===== src/rtl/bus_pkg.sv =====
// Shared definitions for the datapath bus read side: widths, source index
// map and the reader state encoding.
package bus_pkg;

  localparam int DATA_WIDTH = 32;
  localparam int NUM_SRC    = 24;

  localparam logic [4:0] SRC_R0     = 5'd0;
  localparam logic [4:0] SRC_R1     = 5'd1;
  localparam logic [4:0] SRC_R2     = 5'd2;
  localparam logic [4:0] SRC_R3     = 5'd3;
  localparam logic [4:0] SRC_R4     = 5'd4;
  localparam logic [4:0] SRC_R5     = 5'd5;
  localparam logic [4:0] SRC_R6     = 5'd6;
  localparam logic [4:0] SRC_R7     = 5'd7;
  localparam logic [4:0] SRC_R8     = 5'd8;
  localparam logic [4:0] SRC_R9     = 5'd9;
  localparam logic [4:0] SRC_R10    = 5'd10;
  localparam logic [4:0] SRC_R11    = 5'd11;
  localparam logic [4:0] SRC_R12    = 5'd12;
  localparam logic [4:0] SRC_R13    = 5'd13;
  localparam logic [4:0] SRC_R14    = 5'd14;
  localparam logic [4:0] SRC_R15    = 5'd15;
  localparam logic [4:0] SRC_HI     = 5'd16;
  localparam logic [4:0] SRC_LO     = 5'd17;
  localparam logic [4:0] SRC_ZHI    = 5'd18;
  localparam logic [4:0] SRC_ZLO    = 5'd19;
  localparam logic [4:0] SRC_PC     = 5'd20;
  localparam logic [4:0] SRC_MDR    = 5'd21;
  localparam logic [4:0] SRC_INPORT = 5'd22;
  localparam logic [4:0] SRC_CSIGN  = 5'd23;

  typedef enum logic [0:0] {
    IDLE  = 1'b0,
    DRIVE = 1'b1
  } state_t;

endpackage


===== src/rtl/bus_encoder.sv =====
// Priority encoder for the Out strobes: lowest set index wins, with flags
// for the illegal zero-hot and multi-hot patterns.
module bus_encoder #(
  parameter int NUM_SRC = 24
) (
  input  logic [NUM_SRC-1:0] sel,
  output logic [4:0]         idx,
  output logic               zero_hot,
  output logic               multi_hot
);

  // Scan from the top down so the lowest set index is the last to write idx.
  always_comb begin
    idx = 5'd0;
    for (int i = NUM_SRC - 1; i >= 0; i--) begin
      if (sel[i]) begin
        idx = 5'(i);
      end else begin
        idx = idx;
      end
    end
  end

  // Clearing the lowest set bit leaves something only if two or more were set.
  always_comb begin
    zero_hot  = (sel == {NUM_SRC{1'b0}});
    multi_hot = ((sel & (sel - {{(NUM_SRC-1){1'b0}}, 1'b1})) != {NUM_SRC{1'b0}});
  end

endmodule


===== src/rtl/bus_reader.sv =====
// Registered bus read port: snapshots the selected source on accept and holds
// it on BusMuxOut until the consumer acks, counting completed transfers.
module bus_reader #(
  parameter int DATA_WIDTH = bus_pkg::DATA_WIDTH,
  parameter int NUM_SRC    = bus_pkg::NUM_SRC,
  parameter int CNT_WIDTH  = 16
) (
  input  logic                          clock,
  input  logic                          clear_n,
  input  logic                          req_valid,
  input  logic [NUM_SRC-1:0]            req_sel,
  output logic                          req_ready,
  input  logic [NUM_SRC*DATA_WIDTH-1:0] src_data,
  output logic [DATA_WIDTH-1:0]         BusMuxOut,
  output logic [4:0]                    bus_src,
  output logic                          bus_valid,
  input  logic                          bus_ack,
  output logic                          sel_error,
  input  logic                          err_clr,
  output logic [CNT_WIDTH-1:0]          xfer_count
);

  import bus_pkg::*;

  state_t                  state_r, state_next_s;
  logic                    req_ready_s, accept_s, ack_s;
  logic [4:0]              enc_idx_s;
  logic                    zero_hot_s, multi_hot_s;
  logic [DATA_WIDTH-1:0]   sel_data_s;
  logic [DATA_WIDTH-1:0]   bus_data_r;
  logic [4:0]              bus_src_r;
  logic                    bus_valid_r;
  logic                    sel_error_r;
  logic [CNT_WIDTH-1:0]    xfer_count_r;

  bus_encoder #(.NUM_SRC(NUM_SRC)) u_enc (
    .sel       (req_sel),
    .idx       (enc_idx_s),
    .zero_hot  (zero_hot_s),
    .multi_hot (multi_hot_s)
  );

  // State register.
  always_ff @(posedge clock) begin
    if (!clear_n) begin
      state_r <= IDLE;
    end else begin
      state_r <= state_next_s;
    end
  end

  // Next state: an ack with a fresh accept keeps DRIVE for back-to-back transfers.
  always_comb begin
    state_next_s = state_r;
    case (state_r)
      IDLE: begin
        if (req_valid) state_next_s = DRIVE;
        else           state_next_s = IDLE;
      end
      DRIVE: begin
        if (bus_ack && !req_valid) state_next_s = IDLE;
        else                       state_next_s = DRIVE;
      end
      default: state_next_s = IDLE;
    endcase
  end

  // Handshake decode; ready deliberately ignores req_valid.
  always_comb begin
    req_ready_s = 1'b0;
    ack_s       = 1'b0;
    case (state_r)
      IDLE:    req_ready_s = 1'b1;
      DRIVE: begin
        req_ready_s = bus_ack;
        ack_s       = bus_ack;
      end
      default: req_ready_s = 1'b0;
    endcase
    accept_s = req_valid & req_ready_s;
  end

  // Source mux; a zero-hot select yields index 0 but data 0.
  always_comb begin
    sel_data_s = {DATA_WIDTH{1'b0}};
    for (int i = 0; i < NUM_SRC; i++) begin
      if (!zero_hot_s && (enc_idx_s == 5'(i))) begin
        sel_data_s = src_data[i*DATA_WIDTH +: DATA_WIDTH];
      end else begin
        sel_data_s = sel_data_s;
      end
    end
  end

  // Bus snapshot and valid flag.
  always_ff @(posedge clock) begin
    if (!clear_n) begin
      bus_data_r  <= {DATA_WIDTH{1'b0}};
      bus_src_r   <= 5'd0;
      bus_valid_r <= 1'b0;
    end else begin
      bus_valid_r <= (state_next_s == DRIVE);
      if (accept_s) begin
        bus_data_r <= sel_data_s;
        bus_src_r  <= enc_idx_s;
      end
    end
  end

  // Sticky select error: a new error outranks err_clr.
  always_ff @(posedge clock) begin
    if (!clear_n) begin
      sel_error_r <= 1'b0;
    end else if (accept_s && (zero_hot_s || multi_hot_s)) begin
      sel_error_r <= 1'b1;
    end else if (err_clr) begin
      sel_error_r <= 1'b0;
    end
  end

  // Completed-transfer counter, free-running wrap.
  always_ff @(posedge clock) begin
    if (!clear_n) begin
      xfer_count_r <= {CNT_WIDTH{1'b0}};
    end else if (ack_s) begin
      xfer_count_r <= xfer_count_r + {{(CNT_WIDTH-1){1'b0}}, 1'b1};
    end
  end

  assign req_ready  = req_ready_s;
  assign BusMuxOut  = bus_data_r;
  assign bus_src    = bus_src_r;
  assign bus_valid  = bus_valid_r;
  assign sel_error  = sel_error_r;
  assign xfer_count = xfer_count_r;

endmodule


===== config.mk =====
export PLATFORM = sky130hd
export DESIGN_NAME = bus_reader
export DESIGN_NICKNAME = d
export VERILOG_FILES = /design/src/rtl/bus_pkg.sv /design/src/rtl/bus_encoder.sv /design/src/rtl/bus_reader.sv
export SDC_FILE = /design/constraint.sdc
export NUM_CORES = 1
export LEC_CHECK = 0
export CAP_MARGIN = 20
export CORE_AREA = 3 3 335 337
export CTS_CLUSTER_SIZE = 20
export DETAILED_ROUTE_END_ITERATION = 16
export DIE_AREA = 0 0 338 340
export PLACE_DENSITY_LB_ADDON = 0.08
export SETUP_SLACK_MARGIN = 0.2
export SYNTH_ARGS = -nofsm -noshare
export SYNTH_HDL_FRONTEND = slang
export SYNTH_SLANG_ARGS = --single-unit

===== constraint.sdc =====
create_clock -name clock -period 3.9 [get_ports clock]
set_input_delay 0.585 -clock clock [delete_from_list [all_inputs] [get_ports clock]]
set_output_delay 0.585 -clock clock [all_outputs]
set_load 0.005 [all_outputs]

==> results of run 1 <==
-- kinds of logic after synthesis --
kind of cell / synth area share [%]
compound gates: 49.2
xor+xnor: 1.51
fa+ha+maj: 0.374
buf+inv: 6.14
flops: 12.7
mux: 0.230
simple gates: 29.9
-- cell usage in the layout (no fill, tap or decap), drive strengths merged, types with 19 or more instances in the layout --
cell type	instances
nand2	178
dfxtp	55
or3	20
and3	23
inv	20
nand3	50
o21ai	76
nor2	142
a21oi	90
clkdlybuf4s50	828
a22oi	67
a221oi	47
nand4	19
nor4	23
diode	35
buf	432
a222oi	38
o22ai	56
nor3	30
a221o	22
a31oi	22
-- flip-flops by register name (all words and copies together) (netlist names) --
register and flops:
bus_src 5, xfer_count 16, BusMuxOut 32, bus_valid 1, sel_error 1
-- metrics by stage --
step                hold WS (ns)  utilization [%]  worst slack, ns
floorplan                  0.453                -            0.761
global placement           0.450             20.3            -1.21
finish                     0.462             21.3            0.214
global route               0.494             21.2            0.151
detailed placement         0.455             20.4            -1.28
CTS                        0.468             21.0            0.206
-- worst min path at each step --
stage | start | end | slack [ns] | cells after the start
global placement | bus_src[2] | bus_src[2] | 0.45 | 2
CTS | bus_src[2] | bus_src[2] | 0.47 | 2
floorplan | bus_src[1] | bus_src[1] | 0.45 | 2
global route | bus_src[1] | bus_src[1] | 0.49 | 2
detailed placement | bus_src[2] | bus_src[2] | 0.45 | 2
finish | bus_src[2] | bus_src[2] | 0.46 | 2
-- critical path, cell delays in order --
cell             delay (ns)
clkdlybuf4s15_2        0.24
or3_4                  0.41
or3_1                  0.34
buf_4                  0.16
a21oi_4                0.15
or2_4                  0.18
a21oi_4                0.08
buf_12                 0.16
a222oi_1               0.96
a21oi_2                0.22
nor4_4                 0.27
o22ai_1                0.11
-- layer usage --
layer / global-route usage, % / vias up
met5: 0 / -
li1: - / 7692
met2: 39.9 / 746
met1: 28.6 / 8551
met3: 4.67 / 109
met4: 2.25 / 26
-- area by class of cell --
class / count / share of cell area, %
flip-flops and latches: 55 / 4.73
inverters: 20 / 0.323
multi-input cells: 1125 / 33.3
clock buffers: 5 / 0.538
well taps: 1476 / 7.94
clock inverters: 3 / 0.108
repair buffers: 1281 / 52.7
diodes: 35 / 0.377
-- power breakdown --
group	leakage, nW	switching, mW	internal [mW]
Clock	0.0702	0.316	0.244
Combinational	8.08	0.795	1.11
Sequential	0.450	0.0283	0.591
Total	8.60	1.14	1.95
-- synthesized netlist by cell type (12+ instances only) --
| cell type | number | share of area (%) |
|---|---|---|
| clkbuf_1 | 55 | 2.4 |
| a22oi_1 | 67 | 5.8 |
| a21oi_1 | 89 | 5.1 |
| a22o_1 | 17 | 1.7 |
| a221oi_1 | 46 | 4.6 |
| nand2_1 | 174 | 7.5 |
| a2111oi_0 | 13 | 1.3 |
| nor3_1 | 25 | 1.4 |
| xor2_1 | 12 | 1.2 |
| o211ai_1 | 13 | 1.1 |
| nor2_1 | 134 | 5.8 |
| nand4_1 | 18 | 1.3 |
| a221o_1 | 22 | 2.5 |
| or3_1 | 20 | 1.4 |
| or4_1 | 13 | 1.1 |
| o21ai_0 | 69 | 4.0 |
| inv_1 | 19 | 0.82 |
| and3_1 | 23 | 1.7 |
| o221ai_1 | 16 | 1.6 |
| nand3_1 | 47 | 2.7 |
| a222oi_1 | 38 | 4.4 |
| nor4_1 | 17 | 1.2 |
| buf_2 | 37 | 2.1 |
| a211oi_1 | 13 | 1.1 |
| o22ai_1 | 55 | 4.0 |
| a31oi_1 | 21 | 1.5 |
| dfxtp_1 | 55 | 13 |
-- timing repair --
action,CTS,global route
gates resized for setup,129,55
pin swaps,25,23
buffers inserted,18,6
endpoints found under the setup margin,32,24
==> results.md, run 1 <==
- Met3 wire len: 9130 um
- Num rows: 121
- DRC: 0
- Ys flop type: dfxtp_1
- Fillers: 12.3k
- Synth Register Bits: 55
- CTS Buf Count: 5
- Data required, critical path: just over 4 ns
- Post-CTS Hold Fix Bufs: 0
- Reg-to-Reg Start: bus_valid
- Max-cap check violation count: 0
- Die X: 338 um
- First-pass GRT wire length: about 170000 um
- 1st-pass router iterations: 8
- Period utilization: between 90% and 100%
- Crit Reg-Reg Endpoint: BusMuxOut[2]
- Slew HR: 23.5%
- Die Y: between 300 and 400 um
- Post-route ant nets: 0
- VDD IR max: 0.177 mV
- Final Power: 3.09 mW
- Flop2flop setup slack: 1.75 ns
- Post-synth EDFFs: 0
- Routed wire per std cell: 34.0 um
- Period minus WS final: 3.69 ns
- Status: complete, no violations
- Die Area: 115000 um^2
- CTS clk-pin slew, worst paths: ~0.090 ns
- Setup crit start: req_sel[10]
- Slew Viols, Final: 0
- Core footprint: around 110000 um^2
- Clk_lat worst skew: approximately 0.35 ns
- Register area share after synthesis: 12.7%
- Post-Place Cell Area: 22200 um^2
- Initial antenna violation count: 79
- Top Layer Used: met5
- H-tree levels: 2
- Vias in the first global route: 17.7k
- Startpoint Class: input pin
- Detail-routed via count per cell: 4.28
- DRT iter0 DRCs: 1298
- Synthesized Nets: ~2.1k
- Crit path max fanout: 7
- Post-Syn Area: between 8000 and 9000 um^2
- Final Instance Count excl. Fillers: 4000
- Setup crit end kind: register
- Ys async rst share: 0%
- Routed Wire Length: ~140000 um
- CTS tree: yes
- Synth unique cells: 86
- Multi-input logic area: 7750 um^2
- TNS Setup: 0 ns
- PwrDens: between 100 and 150 nW/um^2
- Io pins: roughly 850
- RSZ-0062 raised after global routing: yes
- Area grow syn2layout: 167%
- DP Wirelength: 121000 um
- Syn. warnings: 0
- Placed cell count: between 3k and 4k
- Share of layout cells above drive strength 1: 23.9%
- Static Leak: 8.60 nW
- Port Buf Inserts: between 800 and 900
- Mapped Cells: 1303
- Vias post-DR: 17.1k
- Reg2Reg Depth: 7
- Met2 routed WL: between 60000 and 70000 um
- Worst Skew: approximately 0.013 ns
- Design area: 23300 um^2
- Fmax: about 0.27 GHz
- Root Driver: clkbuf_16
- Sequential cell area: around 1100 um^2
- Gr usage total: 22.4%
- Clock Path Buffers: 2
- Met1 Wirelength: 58200 um
- Final Net Count: 3286
- Congestion Overflow GR: 0
- Worst slew pin tran: 1.15 ns
- Mapped Avg Cell Area: 6.67 um^2
- Gpl congestion: 0.924
- # setup viols final: 0
- CTS Sinks: 55
- Effective utilization at floorplan: under 10%
- Largest net degree at the start of global routing: 33
- Worst setup path endpoint: BusMuxOut[0]
- Final hold violations: 0
- CP arrival: approximately 3.9 ns
- Critical path class: input pin to register
- Hold WC Path Type: register to register
(Power assumes the default switching activity.)
==> run 2: changes to the inputs <==
--- a/config.mk
+++ b/config.mk
@@ -10,6 +10,7 @@
 export CTS_CLUSTER_SIZE = 20
 export DETAILED_ROUTE_END_ITERATION = 16
 export DIE_AREA = 0 0 338 340
+export GPL_TIMING_DRIVEN = 0
 export PLACE_DENSITY_LB_ADDON = 0.08
 export SETUP_SLACK_MARGIN = 0.2
 export SYNTH_ARGS = -nofsm -noshare
==> run 2 against run 1 <==
Compared with the run above:
- die area did not move
- global-route usage rose by 0.99 points
- hold slack improved by 0.0044 ns
- non-clock buffer count fell by 215
- via count fell by 4.1%
- critical path type unchanged
- count of clock-buffer cells in the layout did not move
- register-to-register slack got worse by 0.58 ns
- clock power fell by 3%
- critical path depth rose by 2
- setup slack got worse by 0.15 ns
- clock skew barely moved
- routed wire length rose by 4.4%
==> results.md, run 2 (synthesis results as in run 1) <==
- Max-cap check violation count: 0
- Period utilization: 98.4%
- DRT iter0 DRCs: between 1k and 1.5k
- Hold WC Path Type: register to register
- Post-CTS Hold Fix Bufs: 0
- Clock Path Buffers: 2
- Final Net Count: 3071
- Startpoint Class: input pin
- Hold depth: 2
- Sequential cell area: 1100 um^2
- Data required, critical path: roughly 4 ns
- Post-route core utilization: 19.9%
- Port Buf Inserts: 849
- Slew Viols, Final: 0
- Worst Hold End: bus_src[2]
- CTS clk-pin slew, worst paths: 0.09 ns
- Status: complete, no violations
- Final hold violations: 0
- Reg-to-Reg Start: bus_valid
- Critical path class: input pin to register
- Static Leak: 7.50 nW
- Fillers: 12.3k
- Crit Reg-Reg Endpoint: sel_error
- Initial antenna violation count: 75
- Detail-routed via count per cell: 4.35
- RSZ-0062 raised after global routing: yes
- # setup viols final: 0
- Clk_lat worst skew: 0.34 ns
- PwrDens: 137 nW/um^2
- Root Driver: clkbuf_16
- VDD IR max: 0.162 mV
- CP arrival: 4.02 ns
- Fmax: 0.261 GHz
- Reg2Reg Depth: 7
- Setup crit end kind: register
- Vias post-DR: 16.4k
- Worst slew pin tran: 1.14 ns
- CTS tree: yes
- Hold wc startpoint: bus_src[2]
- Crit path max fanout: 7
- CTS Buf Count: 5
- Die Area: 115000 um^2
- 1st-pass router iterations: 6
- First-pass GRT wire length: ~180000 um
- Slew HR: 23.9%
- DRC: 0
- Core footprint: between 100000 and 150000 um^2
- Congestion Overflow GR: 0
- Multi-input logic area: between 8000 and 9000 um^2
- CTS Sinks: 55
- Routed Wire Length: approximately 140000 um
- Routed wire per std cell: 37.6 um
- Period minus WS final: 3.84 ns
- Max reg flops: 32
- Post-route ant nets: 0
- Placed cell count: 3644
- Most frequent cells in the layout: clkdlybuf4s50_1, nand2_1, buf_4
- H-tree levels: 2
- Effective utilization at floorplan: 7.97%
- Die Y: 340 um
- Worst Skew: 0.0131 ns
- Flop2flop setup slack: 1.17 ns
- Num rows: about 120
- Area grow syn2layout: 150%
- Io pins: 853
- Gpl congestion: 0.911
- Final Instance Count excl. Fillers: 3778
- Die X: about 340 um
- Gr usage total: 23.4%
- Largest net degree at the start of global routing: 19
- DP Wirelength: 123000 um
- Commonest non-fill, non-tap cell in the layout: clkdlybuf4s50_1
- Final Power: 2.98 mW
- Vias in the first global route: 17.0k
- Share of layout cells above drive strength 1: 18.2%
-- run 2: cell types whose count changed in the layout (fill, tap and decap cells not counted), sizes merged --
| cell | delta |
|---|---|
| clkinv | -2 |
| dlygate4sd2 | -6 |
| diode | -7 |
| buf | -256 |
| clkdlybuf4s15 | -2 |
| inv | +1 |
| clkinvlp | +1 |
| clkbuf | +49 |
-- run 2: power breakdown --
group          switching, mW  total, mW  leakage (nW)  internal [mW]
registers             0.0247      0.616         0.450          0.591
logic                  0.799       1.82          6.98           1.03
clock network          0.299      0.542        0.0666          0.244
-- run 2: per-stage QoR --
step           area [um^2]  hold slack (ns)  worst slack [ns]  TNS [ns]
2_1_floorplan         8690            0.453             0.761         0
3_3_place_gp         19000            0.451             -3.07    -72.14
3_5_place_dp         19200            0.460             -2.38    -60.75
4_1_cts              21300            0.474            0.0960         0
5_1_grt              21700            0.508            0.0132         0
6_report             21700            0.466            0.0624         0
-- run 2: worst max-delay path by stage --
stage / to / cells after the start / start
final: BusMuxOut[0] / 14 / req_sel[8]
after global routing: BusMuxOut[6] / 14 / req_sel[6]
after CTS: BusMuxOut[1] / 14 / req_sel[2]
after detailed placement: BusMuxOut[11] / 13 / req_sel[10]
after global placement: BusMuxOut[29] / 11 / req_sel[1]
after floorplan: BusMuxOut[6] / 11 / req_sel[8]
-- run 2: timing repair --
action	4_1_cts	5_1_grt
resized for setup	386	71
setup buffers	77	21
pin swaps	67	41
gates cloned	1	0
setup endpoints to repair	33	32
-- run 2: area by class of cell --
class                   instances  share of cell area (%)
diodes                         28                   0.323
plain buffers                 102                    3.88
clock buffers                   5                   0.576
clock inverters                 3                   0.109
inverters                      20                   0.346
multi-input cells            1125                    37.8
flip-flops and latches         55                    5.07
well taps                    1476                    8.50
repair buffers                964                    43.4
-- run 2: worst max-delay path, stage by stage --
cell,delay (ns)
buf_6,0.10
buf_6,0.12
or4_4,0.52
o221ai_4,0.22
a31oi_4,0.11
buf_4,0.20
o21ai_4,0.22
a21oi_4,0.05
clkbuf_8,0.15
buf_12,0.13
a222oi_1,0.96
a21oi_2,0.22
nor4_4,0.31
o22ai_1,0.12
-- run 2: per-layer routing --
layer  global-route usage (%)  part of all wire [%]  up-vias
met3                     5.31                   7.6      105
met5                        0                  0.15        -
met1                     28.5                    40     8180
met4                     3.51                   1.1       34
li1                         -                     -     7258
met2                     42.4                    51      840
==> run 3: changes to the inputs <==
--- a/config.mk
+++ b/config.mk
@@ -6,13 +6,14 @@
 export NUM_CORES = 1
 export LEC_CHECK = 0
 export CAP_MARGIN = 20
-export CORE_AREA = 3 3 335 337
+export CORE_AREA = 3 3 333 335
 export CTS_CLUSTER_SIZE = 20
 export DETAILED_ROUTE_END_ITERATION = 16
-export DIE_AREA = 0 0 338 340
+export DIE_AREA = 0 0 336 338
 export GPL_TIMING_DRIVEN = 0
 export PLACE_DENSITY_LB_ADDON = 0.08
 export SETUP_SLACK_MARGIN = 0.2
 export SYNTH_ARGS = -nofsm -noshare
 export SYNTH_HDL_FRONTEND = slang
+export SYNTH_HIERARCHICAL = 1
 export SYNTH_SLANG_ARGS = --single-unit
==> run 3 against run 2 <==
Compared with the run above:
- count of clock-buffer cells in the layout unchanged
- first-iteration DRC count down 24%
- sequential share of layout area down 0.31 points
- global-route usage up 0.88 points
- critical endpoint is now BusMuxOut[7]
- highest routed layer unchanged
- cell count down 2.9%
==> results.md, run 3 <==
- Effective utilization at floorplan: 8.66%
- RSZ-0062 raised after global routing: yes
- Vias in the first global route: 16.8k
- Root Driver: clkbuf_16
- H-tree levels: 2
- Clk_lat worst skew: 0.35 ns
- Top Layer Used: met5
- Most frequent cells in the layout: clkdlybuf4s50_1, o21ai_0, nor2_1
- Area grow syn2layout: 146%
- Mapped Cells: 1260
- Max-cap check violation count: 0
- Worst setup path endpoint: BusMuxOut[7]
- DRT iter0 DRCs: 1015
- Ys async rst share: 0%
- Io pins: between 800 and 900
- Worst slew pin tran: between 1 and 1.5 ns
- Gr usage total: 24.3%
- Initial antenna violation count: 43
- Flop2flop setup slack: between 0.7 and 0.8 ns
- VDD IR max: 0.145 mV
- Met1 Wirelength: roughly 60000 um
- Design area: about 23000 um^2
- Final Power: between 3 and 4 mW
- Met2 routed WL: around 74000 um
- Ys flop type: dfxtp_1
- Post-synth EDFFs: 0
- Vias post-DR: 16.3k
- Startpoint Class: input pin
- Setup crit end kind: register
- Setup crit start: req_sel[10]
- Top cell type's share of synthesized area: 13.0%
- Synth top area cells: mux4_2, dfxtp_1, o21ai_0
- Mapped Avg Cell Area: between 7 and 8 um^2
- Synthesized Nets: 2058
- Die X: 336 um
- Detail-routed via count per cell: 4.44
- Syn. warnings: 6
- Commonest non-fill, non-tap cell in the layout: clkdlybuf4s50_1
- Die Area: 114000 um^2
- Data required, critical path: 4.15 ns
- Post-CTS Hold Fix Bufs: 0
- 1st-pass router iterations: 5
- Routed wire per std cell: 39.6 um
- Critical path class: input pin to register
- DP Wirelength: 124000 um
- Crit path max fanout: 5
- Period utilization: 98.5%
- CTS Buf Count: 5
- Static Leak: slightly below 8 nW
- Num rows: 121
- Slew Viols, Final: 0
- Final Net Count: approximately 3.0k
- Largest net degree at the start of global routing: 20
- Gpl congestion: 0.855
- First-pass GRT wire length: 180000 um
- Met3 wire len: between 8000 and 9000 um
- Reg2Reg Depth: 7
- Period minus WS final: 3.84 ns
- Synth area leader: mux4_2
- Post-Syn Area: 9380 um^2
- Core footprint: 108000 um^2
- Max reg flops: 32
- # setup viols final: 0
- Crit Reg-Reg Endpoint: BusMuxOut[16]
- Port Buf Inserts: ~850
- Routed Wire Length: 145000 um
- Final hold violations: 0
- Commonest cells in the netlist: o21ai_0, nor2_1, a21oi_1, nand2_1, o22ai_1
- CTS tree: yes
- Die Y: 338 um
- Clock Path Buffers: 2
- Reg-to-Reg Start: bus_valid
- Status: complete, no violations
- Synth unique cells: between 80 and 90
- Congestion Overflow GR: 0
- DRC: 0
- Top-count cell post-synth: o21ai_0
- Worst Skew: 0.0120 ns
- Fmax: ~0.26 GHz
- Post-route ant nets: 0
- Hold WC Path Type: register to register
- Post-Place Cell Area: 20200 um^2
- CTS clk-pin slew, worst paths: ~0.1 ns
- PwrDens: 159 nW/um^2
- Share of layout cells above drive strength 1: between 20% and 30%
- Synth Register Bits: 55
- Slew HR: 30.3%
- Register area share after synthesis: 11.7%
- CP arrival: 4.09 ns
- CTS Sinks: 55
## run 3: final cells by class
type	instances	area (um^2)
diodes	15	37.5
repair buffers	971	9690
flip-flops and latches	55	1100
fillers	12100	85300
clock buffers	5	125
well taps	1414	1770
clock inverters	3	28.8
multi-input cells	1069	8880
inverters	13	65.1
plain buffers	122	1420
## run 3: power by group
group	leakage [nW]	total, mW	switching, mW	internal (mW)
logic	7.28	2.47	1.14	1.32
clock network	0.0760	0.578	0.329	0.249
registers	0.450	0.620	0.0256	0.595
total	7.81	3.66	1.50	2.17
## run 3: routing by layer
layer  vias up  GRT usage [%]
met5         -              0
met4        18           3.53
met3       102           4.57
met2       750           44.4
met1      8325           30.1
li1       7082              -
## run 3: repair_timing
item / in CTS / in global routing
endpoints found under the setup margin: 34 / 32
gates resized for setup: 491 / 151
cloned: 2 / 0
pin swaps: 49 / 40
setup buffers: 50 / 32
## run 3: per-stage QoR
stage / setup slack [ns] / util [%] / instances / hold WS (ns) / setup TNS [ns]
detailed placement: -3.02 / 18.6 / 3561 / 0.450 / -77.94
global placement: -3.54 / 18.2 / 3526 / 0.451 / -92.14
floorplan: 0.539 / - / 1260 / 0.453 / 0
finish: 0.0592 / 21.3 / 3667 / 0.460 / 0
CTS: 0.182 / 20.7 / 3620 / 0.463 / 0
global route: 0.0662 / 21.3 / 3656 / 0.487 / 0
## run 3: how the worst min path moves through the flow
stage	from	to	depth (start not counted)
after floorplan	bus_src[0]	bus_src[0]	2
after global placement	bus_src[0]	bus_src[0]	2
after detailed placement	bus_src[0]	bus_src[0]	2
after CTS	bus_src[0]	bus_src[0]	2
after global routing	bus_src[0]	bus_src[0]	2
final	bus_src[0]	bus_src[0]	2
## run 3: kinds of logic after synthesis
group           after synthesis  share of synthesized area [%]
simple gates                386                           20.6
compound gates              546                           39.0
fa+ha+maj                     3                          0.360
flops                        55                           11.7
buf+inv                     136                           6.55
mux                         126                           21.0
xor+xnor                      8                          0.747
## run 3: worst max-delay path, cell delays in order
cell and delay [ns]:
buf_12 0.10, or3_4 0.39, a211oi_4 0.23, o41ai_2 0.12
a221oi_2 0.23, buf_4 0.18, buf_12 0.14, buf_16 0.16
mux4_2 0.58, and2_4 0.20, a2111oi_4 0.54, o41ai_2 0.17
buf_4 0.21, a31oi_1 0.17, nor2_1 0.06
